$ cat src/rtl/cdb_scheduler_pkg.sv
// -----------------------------------------------------------------------------
// Packages for the CDB scheduler slice.
//   uarch_pkg         : shared micro-architecture types (writeback packet,
//                       pipeline width, writeback requester indices).
//   cdb_scheduler_pkg : scheduler-local constants and helpers.
// Optional feature macro used by the scheduler: CDB_SCHED_PERF_EN.
// -----------------------------------------------------------------------------
package uarch_pkg;

  localparam int PIPE_WIDTH = 2;
  localparam int NUM_WB_REQ = 4;

  typedef enum logic [1:0] {
    WB_ALU0 = 2'd0,
    WB_ALU1 = 2'd1,
    WB_MDU  = 2'd2,
    WB_DMEM = 2'd3
  } wb_req_idx_e;

  typedef struct packed {
    logic [4:0]  rob_idx;
    logic [5:0]  prd;
    logic [31:0] data;
    logic        exc;
  } writeback_packet_t;

endpackage

package cdb_scheduler_pkg;
  import uarch_pkg::*;

  localparam int PERF_W = 32;

  // Index width that stays legal for a single-entry vector.
  function automatic int idx_w(input int n);
    return (n > 1) ? $clog2(n) : 1;
  endfunction

endpackage

$ cat src/rtl/cdb_scheduler_if.sv
// -----------------------------------------------------------------------------
// Writeback/CDB bundle between execute-stage requesters and the scheduler.
//   flush     : pipeline flush from ROB
//   wb_req    : per-requester writeback request
//   wb_pkt    : per-requester result packet
//   wb_gnt    : combinational grant back to requesters
//   cdb_ports : registered CDB payload, one per port
//   cdb_valid : registered per-port valid
// master = requester / ROB side, slave = scheduler.
// -----------------------------------------------------------------------------
interface cdb_scheduler_if
  import uarch_pkg::*;
#(
  parameter int NUM_REQ    = uarch_pkg::NUM_WB_REQ,
  parameter int PIPE_WIDTH = uarch_pkg::PIPE_WIDTH
);
  logic                                  flush;
  logic              [NUM_REQ-1:0]       wb_req;
  writeback_packet_t [NUM_REQ-1:0]       wb_pkt;
  logic              [NUM_REQ-1:0]       wb_gnt;
  writeback_packet_t [PIPE_WIDTH-1:0]    cdb_ports;
  logic              [PIPE_WIDTH-1:0]    cdb_valid;

  modport master (
    output flush, wb_req, wb_pkt,
    input  wb_gnt, cdb_ports, cdb_valid
  );

  modport slave (
    input  flush, wb_req, wb_pkt,
    output wb_gnt, cdb_ports, cdb_valid
  );
endinterface

$ cat src/rtl/cdb_scheduler_rr_multi_picker.sv
// -----------------------------------------------------------------------------
// rr_multi_picker: combinational circular scan that picks up to PIPE_WIDTH
// requesters starting at i_start.
//   i_req      : request vector
//   i_start    : first index to scan
//   o_gnt      : grant vector
//   o_sel      : per-port one-hot select (port k = k-th grantee in scan order)
//   o_last     : index of the last grantee
//   o_any      : at least one grant issued
// -----------------------------------------------------------------------------
module rr_multi_picker
  import cdb_scheduler_pkg::*;
#(
  parameter int NUM_REQ    = 4,
  parameter int PIPE_WIDTH = 2,
  localparam int PTR_W     = idx_w(NUM_REQ),
  localparam int PORT_W    = idx_w(PIPE_WIDTH),
  localparam int CNT_W     = $clog2(PIPE_WIDTH + 1)
) (
  input  logic [NUM_REQ-1:0]                  i_req,
  input  logic [PTR_W-1:0]                    i_start,
  output logic [NUM_REQ-1:0]                  o_gnt,
  output logic [PIPE_WIDTH-1:0][NUM_REQ-1:0]  o_sel,
  output logic [PTR_W-1:0]                    o_last,
  output logic                                o_any
);

  logic [PTR_W:0]   w_sum;
  logic [PTR_W-1:0] w_idx;
  logic [CNT_W-1:0] w_cnt;

  always_comb begin
    o_gnt  = '0;
    o_sel  = '0;
    o_last = '0;
    w_cnt  = '0;
    w_sum  = '0;
    w_idx  = '0;
    for (int o = 0; o < NUM_REQ; o++) begin
      // Explicit mod NUM_REQ so non-power-of-2 sizes wrap correctly.
      w_sum = {1'b0, i_start} + (PTR_W+1)'(o);
      if (w_sum >= (PTR_W+1)'(NUM_REQ)) w_sum = w_sum - (PTR_W+1)'(NUM_REQ);
      w_idx = w_sum[PTR_W-1:0];
      if (i_req[w_idx] && (w_cnt < CNT_W'(PIPE_WIDTH))) begin
        o_gnt[w_idx]                     = 1'b1;
        o_sel[w_cnt[PORT_W-1:0]][w_idx]  = 1'b1;
        o_last                           = w_idx;
        w_cnt                            = w_cnt + 1'b1;
      end
    end
    o_any = |o_gnt;
  end

endmodule

$ cat src/rtl/cdb_scheduler.sv
// -----------------------------------------------------------------------------
// cdb_scheduler: round-robin sharing of PIPE_WIDTH CDB ports among NUM_REQ
// writeback requesters. Grants are combinational; granted packets appear on
// the registered CDB slots one cycle later.
//   clk, rst  : clock, synchronous active-high reset
//   bus       : cdb_scheduler_if.slave (flush, wb_req/wb_pkt/wb_gnt,
//               cdb_ports/cdb_valid)
//   perf_*    : 32-bit saturating counters, only with CDB_SCHED_PERF_EN
// -----------------------------------------------------------------------------
module cdb_scheduler
  import uarch_pkg::*;
  import cdb_scheduler_pkg::*;
#(
  parameter int NUM_REQ    = uarch_pkg::NUM_WB_REQ,
  parameter int PIPE_WIDTH = uarch_pkg::PIPE_WIDTH,
  localparam int PTR_W     = idx_w(NUM_REQ)
) (
  input  logic                 clk,
  input  logic                 rst,
  cdb_scheduler_if.slave       bus
`ifdef CDB_SCHED_PERF_EN
  ,
  output logic [PERF_W-1:0]    perf_grant_cnt,
  output logic [PERF_W-1:0]    perf_conflict_cnt,
  output logic [PERF_W-1:0]    perf_idle_cnt
`endif
);

  logic [PTR_W-1:0]                    r_rr_ptr;
  logic [NUM_REQ-1:0]                  w_req_eff;
  logic [NUM_REQ-1:0]                  w_gnt;
  logic [PIPE_WIDTH-1:0][NUM_REQ-1:0]  w_sel;
  logic [PTR_W-1:0]                    w_last;
  logic                                w_any;
  writeback_packet_t [PIPE_WIDTH-1:0]  w_port_pkt;
  logic [PIPE_WIDTH-1:0]               w_fill;

  // Reset and flush both suppress all grants by hiding the requests.
  assign w_req_eff = (rst || bus.flush) ? '0 : bus.wb_req;

  rr_multi_picker #(
    .NUM_REQ    (NUM_REQ),
    .PIPE_WIDTH (PIPE_WIDTH)
  ) u_picker (
    .i_req   (w_req_eff),
    .i_start (r_rr_ptr),
    .o_gnt   (w_gnt),
    .o_sel   (w_sel),
    .o_last  (w_last),
    .o_any   (w_any)
  );

  assign bus.wb_gnt = w_gnt;

  always_comb begin
    w_port_pkt = '0;
    w_fill     = '0;
    for (int k = 0; k < PIPE_WIDTH; k++) begin
      w_fill[k] = |w_sel[k];
      for (int i = 0; i < NUM_REQ; i++) begin
        if (w_sel[k][i]) w_port_pkt[k] = bus.wb_pkt[i];
      end
    end
  end

  // Grant -> CDB register stage; unfilled ports keep their old payload.
  always_ff @(posedge clk) begin
    if (rst) begin
      r_rr_ptr      <= '0;
      bus.cdb_valid <= '0;
      bus.cdb_ports <= '0;
    end else begin
      bus.cdb_valid <= w_fill;
      for (int k = 0; k < PIPE_WIDTH; k++) begin
        if (w_fill[k]) bus.cdb_ports[k] <= w_port_pkt[k];
      end
      if (w_any) begin
        r_rr_ptr <= (w_last == PTR_W'(NUM_REQ - 1)) ? '0 : w_last + 1'b1;
      end
    end
  end

`ifdef CDB_SCHED_PERF_EN
  function automatic logic [PERF_W-1:0] sat_add(input logic [PERF_W-1:0] a,
                                                input logic [PERF_W-1:0] b);
    logic [PERF_W:0] s;
    s = {1'b0, a} + {1'b0, b};
    return s[PERF_W] ? {PERF_W{1'b1}} : s[PERF_W-1:0];
  endfunction

  logic [PERF_W-1:0] w_gnt_num;
  logic              w_conflict;
  logic              w_idle;

  assign w_gnt_num  = PERF_W'($countones(w_gnt));
  assign w_conflict = ($countones(bus.wb_req) > PIPE_WIDTH);
  assign w_idle     = (bus.wb_req == '0);

  always_ff @(posedge clk) begin
    if (rst) begin
      perf_grant_cnt    <= '0;
      perf_conflict_cnt <= '0;
      perf_idle_cnt     <= '0;
    end else if (!bus.flush) begin
      perf_grant_cnt    <= sat_add(perf_grant_cnt, w_gnt_num);
      perf_conflict_cnt <= sat_add(perf_conflict_cnt, PERF_W'(w_conflict));
      perf_idle_cnt     <= sat_add(perf_idle_cnt, PERF_W'(w_idle));
    end
  end
`endif

endmodule

$ cat src/flat_wrapper.sv
// flat-port wrapper written by rule: the top's interface ports become plain ports
module cdb_scheduler_flat import uarch_pkg::*; import cdb_scheduler_pkg::*;
#(
  parameter int NUM_REQ    = uarch_pkg::NUM_WB_REQ,
  parameter int PIPE_WIDTH = uarch_pkg::PIPE_WIDTH,
  localparam int PTR_W     = idx_w(NUM_REQ)
)
  (clk, rst, bus_flush, bus_wb_req, bus_wb_pkt, bus_wb_gnt, bus_cdb_ports, bus_cdb_valid);
  cdb_scheduler_if #(.NUM_REQ(NUM_REQ), .PIPE_WIDTH(PIPE_WIDTH)) bus_i ();
  input  logic clk;
  input  logic rst;
  input wire logic [$bits(bus_i.flush)-1:0] bus_flush;
  input wire logic [$bits(bus_i.wb_req)-1:0] bus_wb_req;
  input wire logic [$bits(bus_i.wb_pkt)-1:0] bus_wb_pkt;
  output wire logic [$bits(bus_i.wb_gnt)-1:0] bus_wb_gnt;
  output wire logic [$bits(bus_i.cdb_ports)-1:0] bus_cdb_ports;
  output wire logic [$bits(bus_i.cdb_valid)-1:0] bus_cdb_valid;
  assign bus_i.flush = bus_flush;
  assign bus_i.wb_req = bus_wb_req;
  assign bus_i.wb_pkt = bus_wb_pkt;
  assign bus_wb_gnt = bus_i.wb_gnt;
  assign bus_cdb_ports = bus_i.cdb_ports;
  assign bus_cdb_valid = bus_i.cdb_valid;
  cdb_scheduler #(.NUM_REQ(NUM_REQ), .PIPE_WIDTH(PIPE_WIDTH)) u_core (.clk(clk), .rst(rst), .bus(bus_i));
endmodule
$ cat config.mk
export PLATFORM = sky130hd
export DESIGN_NAME = cdb_scheduler_flat
export DESIGN_NICKNAME = d
export VERILOG_FILES = /design/src/rtl/cdb_scheduler_pkg.sv /design/src/rtl/cdb_scheduler_if.sv /design/src/rtl/cdb_scheduler_rr_multi_picker.sv /design/src/rtl/cdb_scheduler.sv /design/src/flat_wrapper.sv
export SDC_FILE = /design/constraint.sdc
export NUM_CORES = 1
export LEC_CHECK = 0
export CORE_AREA = 2 2 128 130
export CTS_BUF_LIST = sky130_fd_sc_hd__clkbuf_8
export DETAILED_ROUTE_END_ITERATION = 10
export DIE_AREA = 0 0 130 132
export PLACE_DENSITY = 0.81
export SYNTH_ARGS = -nofsm -noshare
export SYNTH_HDL_FRONTEND = slang
export SYNTH_HIERARCHICAL = 1
export SYNTH_SLANG_ARGS = --single-unit
$ cat constraint.sdc
create_clock -name clk -period 4.25 [get_ports clk]
set_clock_uncertainty 0.05 [all_clocks]
set_input_delay 0.6375 -clock clk [delete_from_list [all_inputs] [get_ports clk]]
set_output_delay 0.6375 -clock clk [all_outputs]
set_load 0.02 [all_outputs]
* Word level (Yosys, flattened, before mapping)
Cells that the tools add are included.
W data, S select, Z words.
** Word-level totals
- Input bits :: 183
- Word-level logic and storage cells :: 112
- Register bits :: 92
** Operators by class
- Eq/ne operators :: 1
- Magnitude comparators :: 21
- Add/subtract/negate cells :: 10
- Bitwise gates (word level) :: 6
- Reductions and logical operators :: 14
- Muxes and demuxes :: 50
** Operator list (number)
- $mux W44 :: 8
- $mux W4 :: 8
- $mux W8 :: 3
- $mux W2 :: 11
- $or A8 B8 Y8 :: 2
- $demux W4 S1 :: 3
- $lt A2 B3 Y1 const B :: 4
- $or A4 B4 Y4 :: 3
- $reduce_or A4 Y1 :: 3
- $logic_and A1 B1 Y1 :: 10
- $ge A3 B3 Y1 const B :: 3
- $mux W1 :: 9
- $bmux W1 S2 :: 4
- $demux W1 S2 :: 4
- $ge A2 B1 Y1 const B :: 4
- $or A4 B8 Y8 :: 1
- $sub A2 B1 Y2 const B :: 4
- $add A2 B1 Y2 const B :: 3
- $add A2 B2 Y3 const B :: 2
- $lt A1 B2 Y1 const B :: 3
- $lt A2 B2 Y1 const B :: 3
- $add A2 B1 Y3 const B :: 1
- $ge A1 B1 Y1 const B :: 3
- $ge A2 B3 Y1 const B :: 1
- other kinds (2) :: 2

* Logic depth before layout (Yosys ltp)
- Word-level depth :: 21
- Mapped depth :: 17

* By module
Netlist, hierarchy kept.
** Modules (own cells, without submodules)
- cdb_scheduler :: seq. area each 1841.8 µm², cells an instance 632, area an instance 6112.1 µm², times used 1
- rr_multi_picker :: seq. area each 0.0 µm², cells an instance 107, area an instance 819.5 µm², times used 1

* Worst setup path before layout
OpenSTA, ideal clock, no wires.
- Path type :: input-to-reg
- Start :: input port rst
- End :: register, netlist name u_core/bus.cdb_ports[80]
- Arrival time :: 3757 ps
- Slack :: 326 ps
- Cell stages on the path :: 16
- Cells stage by stage :: clkbuf_1 -> nor2_1 -> and2_1 -> mux4_2 -> buf_2 -> ha_1 -> inv_1 -> and2_4 -> buf_6 -> nand3_1 -> o211ai_1 -> buf_6 -> buf_2 -> and3b_1 -> a211o_1 -> a32o_1
** RTL lines
- from (decl) :: line flat_wrapper.sv:11 : input logic rst;

==> summary by stage <==
Status
The run finished with clean final reports.

Layout
The layout has ~1,300 filler cells. The most common library cell in the layout ignoring fill and taps is clkdlybuf4s50_1. Cells fill approximately two thirds of the core in the end. The finished cells cover roughly 10,000 um^2. The net count of the finished layout is 1,188.

0 antenna diodes ended up in the layout. The area growth from synthesis to layout is 50.0%. The share of post-route cells with drive strength above 1 is a little under a tenth. Leaving out fill and tap cells, the most frequent cells in the layout are 272 x clkdlybuf4s50_1, 92 x dfxtp_1, 89 x a32o_1, 88 x nand2b_1.

Registers take 1840 um^2. The multi-input combinational cell area is approximately 4600 um^2.

Global routing
The first global-routing pass estimated 39,800 um of wire. Entering global routing, the biggest net connects 51 pins. The global-route total usage across every layer is between 20 and 30%. The initial antenna violation count is 0.

The via count of the first global-routing pass is between 7,000 and 8,000. The global-route congestion overflow total is 0.

Route
In the final routed layout, each cell accounts on average for between 20 and 25 um. The number of iterations in the first detailed-routing pass is 5. Wires add up to ~26,000 um. Dividing the detail-routed via count by the number of cells gives 6.14.

Across all layers, the routed design uses approximately 7,500 vias. The antenna violation net count after detailed routing is 0. In the routed design, unresolved DRC markers number 0. After the first detailed-routing iteration, the DRC count stood at between 600 and 700.

Die
The die covers 17,200 um^2. Once the floorplan was initialized, standard cells occupied 44.1% of the core. The floorplan step defined a core boundary enclosing 15,700 um^2. 277 I/O pins were placed.

The die outline height is 132 um. The floorplan has between 40 and 50 rows. In this run the horizontal extent of the chip is 130 um.

Critical path
The delay of the slowest critical-path stage is ~0.52 ns. The kind of capture point of the worst setup path is a flop. By instance count, the cell type seen most on the critical path is buf_4. STA classifies the critical path startpoint as a primary input. Of all nets on the critical path, the largest fanout is 9. The slowest stage of the critical path belongs to the cell mux4_2.

Traced cell by cell, the critical path runs through clkdlybuf4s50_1 -> nor2_1 -> and2_2 -> mux4_2 -> ha_1 -> buf_4 -> nor4b_1 -> o21ai_0 -> o211ai_1 -> nor3b_4 -> buf_4 -> a211o_1 -> a32o_1. The critical path in this run is classified as in2reg. The data arrival at the endpoint of the critical path is ~4.2 ns. At the worst endpoint, the required time is about 4.5 ns.

Synth
The async set-reset flop share out of synthesis is 0%. In this run the mean area of a mapped cell was 9.38 um^2. The post-synthesis register bit count is between 90 and 100. The most used flip-flop cell after synthesis is dfxtp_1. Counting flops with a built-in enable in the synthesized netlist gives 0. Synthesis instantiated 48 different standard cells from the library. Sequential cells were found to cover roughly a quarter of the synthesized design area. The number of nets in the synthesized netlist is 932. The synthesized netlist occupies a cell area of roughly 6900 um^2. The cell count after synthesis came out at roughly 740.

The Yosys step of the flow raised 6 warnings.

Clock network
The clock-pin slew of the registers on the worst-case setup and hold paths is around 0.10 ns. The deepest clock path buffer count is 2. TritonCTS created 9 clock buffers.

TritonCTS built the clock tree. Counting every sink on the clock net gives between 90 and 100. Clock latency on the worst-skew pair, taken at its later pin, is between 0.3 and 0.4 ns. The H-tree was split into 3 levels. CTS placed an instance of clkbuf_8 at the clock tree root.

Timing
Timing would allow up to approximately 0.25 GHz. For the pin with the worst max-slew slack, the measured transition is 0.471 ns. The worst path uses 92.6% of the clock period. The count of pins over their slew limit came to 0. The total negative slack is 0 ns.

After layout, the minimum clock period comes to roughly 3.9 ns. Setup violations remaining at the end of the flow were counted as 0. The worst slew margin relative to its limit is approximately two thirds. The final number of hold-violating endpoints was 0.

Setup repair after global routing left no endpoint under its margin.

Placed design
At the end of routability-driven placement, the weighted congestion stood at about 0.94. The number of port buffers is roughly 280. The post-detailed-placement half-perimeter wirelength is about 18,000 um. The instance area at placement is ~10,000 um^2.

Power
Summed over all cells, the static leakage comes to 5.27 nW. The clock network fraction of total power is between 10% and 20%. In this run the power density over the cells is around 470 nW/um^2. The switching power is approximately 2.0 mW. Net switching is between 40% and 50% of the power. The final total power is ~5 mW. IR analysis of the VDD net gives a maximum drop of 0.000287 V. Per report_power, the combinational group accounts for 62.2% of the total. Cell internal power was estimated by the tool at between 2 and 3 mW. Per report_power, the sequential group accounts for approximately 25% of the total.

Min path
The worst min-delay path category is reg2reg.

Job
The number of max-capacitance violations reported is 0.
[synth_stat cells (2+ instances only)]
master / number / area [um^2]
and2_1: 6 / 37.5
o21ai_0: 8 / 40.0
a21oi_1: 2 / 10.0
a311oi_1: 3 / 26.3
buf_4: 9 / 67.6
dfxtp_1: 92 / 1840
buf_6: 20 / 225
nor3b_4: 2 / 37.5
mux2i_1: 2 / 20.0
and3b_1: 86 / 753
o21ai_1: 4 / 20.0
o211ai_1: 3 / 22.5
a211oi_1: 2 / 15.0
o221ai_1: 3 / 26.3
nor2b_1: 5 / 31.3
ha_1: 10 / 125
a22oi_1: 3 / 22.5
nor4b_1: 3 / 26.3
and3_1: 4 / 25.0
nand2b_1: 88 / 551
nand3_1: 5 / 25.0
mux4_2: 4 / 90.1
clkbuf_1: 27 / 101
o311ai_1: 2 / 17.5
inv_1: 14 / 52.6
nand2_1: 13 / 48.8
a22o_1: 4 / 35.0
a32o_1: 89 / 891
a211o_1: 86 / 753
nor2_1: 8 / 30.0
a21o_1: 86 / 646
buf_2: 30 / 150
[power by group through the flow]
stage	clock network, mW	logic (mW)	registers [mW]
2_1_floorplan	0	1.52	1.50
3_3_place_gp	0	2.98	1.25
3_5_place_dp	0	3.00	1.25
4_1_cts	0.621	3.01	1.23
5_1_grt	0.649	3.20	1.26
6_report	0.606	3.02	1.23
[critical path, delay by kind of cell]
kind,cells,cell delay [ns]
muxes,1,0.52
AOI/OAI and AO/OA,4,0.67
adders and majority gates,1,0.26
buffers and inverters,3,0.90
and+or+nand+nor,4,1.20
[flip-flops by register name (all words and copies together), names as in the netlist]
register / count
u_core/bus.cdb_valid: 2
u_core/r_rr_ptr: 2
u_core/bus.cdb_ports: 88
[final cells by class]
class | count | share of cell area [%]
clock buffers | 13 | 1.72
clock inverters | 2 | 0.168
inverters | 14 | 0.505
multi-input cells | 547 | 44.4
flip-flops and latches | 92 | 17.7
well taps | 216 | 2.60
repair buffers | 331 | 32.9
[kinds of logic (layout without fill, tap and decap cells)]
family | count (synthesis) | in the layout | synth area share (%)
AOI/OAI and AO/OA | 301 | 301 | 37.3
and+or+nand+nor | 229 | 229 | 23.9
buffers and inverters | 100 | 360 | 8.61
DFF | 92 | 92 | 26.6
adders and majority gates | 10 | 10 | 1.81
muxes | 7 | 7 | 1.75
[final timing paths]
path | startpoint | to | slack, ns | cells after the start
max | rst | u_core/bus.cdb_ports[60]$_SDFFE_PP0P_ | 0.31 | 13
min | u_core/bus.cdb_ports[85]$_SDFFE_PP0P_ | u_core/bus.cdb_ports[85]$_SDFFE_PP0P_ | 0.42 | 1
max reg2reg | u_core/r_rr_ptr[1]$_SDFFE_PP0P_ | u_core/bus.cdb_ports[60]$_SDFFE_PP0P_ | 0.65 | 12
min reg2reg | u_core/bus.cdb_ports[85]$_SDFFE_PP0P_ | u_core/bus.cdb_ports[85]$_SDFFE_PP0P_ | 0.42 | 1
[metrics by stage]
step                worst slack (ns)  instances  hold WS [ns]
floorplan                      0.326        739         0.497
detailed placement            0.0132       1200         0.403
global placement              0.0404       1200         0.396
global route                   0.173       1215         0.435
finish                         0.314       1215         0.421
CTS                           0.0856       1215         0.425
[routing by layer]
layer	wire [um]	vias to the layer above	track usage (%)
met5	0	-	0
met4	909	0	11.6
met3	2070	67	5.72
met2	12200	386	48.5
met1	10400	3607	36.4
li1	-	3399	-
[timing repair]
item / in CTS / in global routing
gates resized for setup: 0 / 6
hold buffers: 0 / 0
setup endpoints to repair: 0 / 4
buffers inserted: 0 / 0
Note: power is estimated with default switching activity, not from simulation.
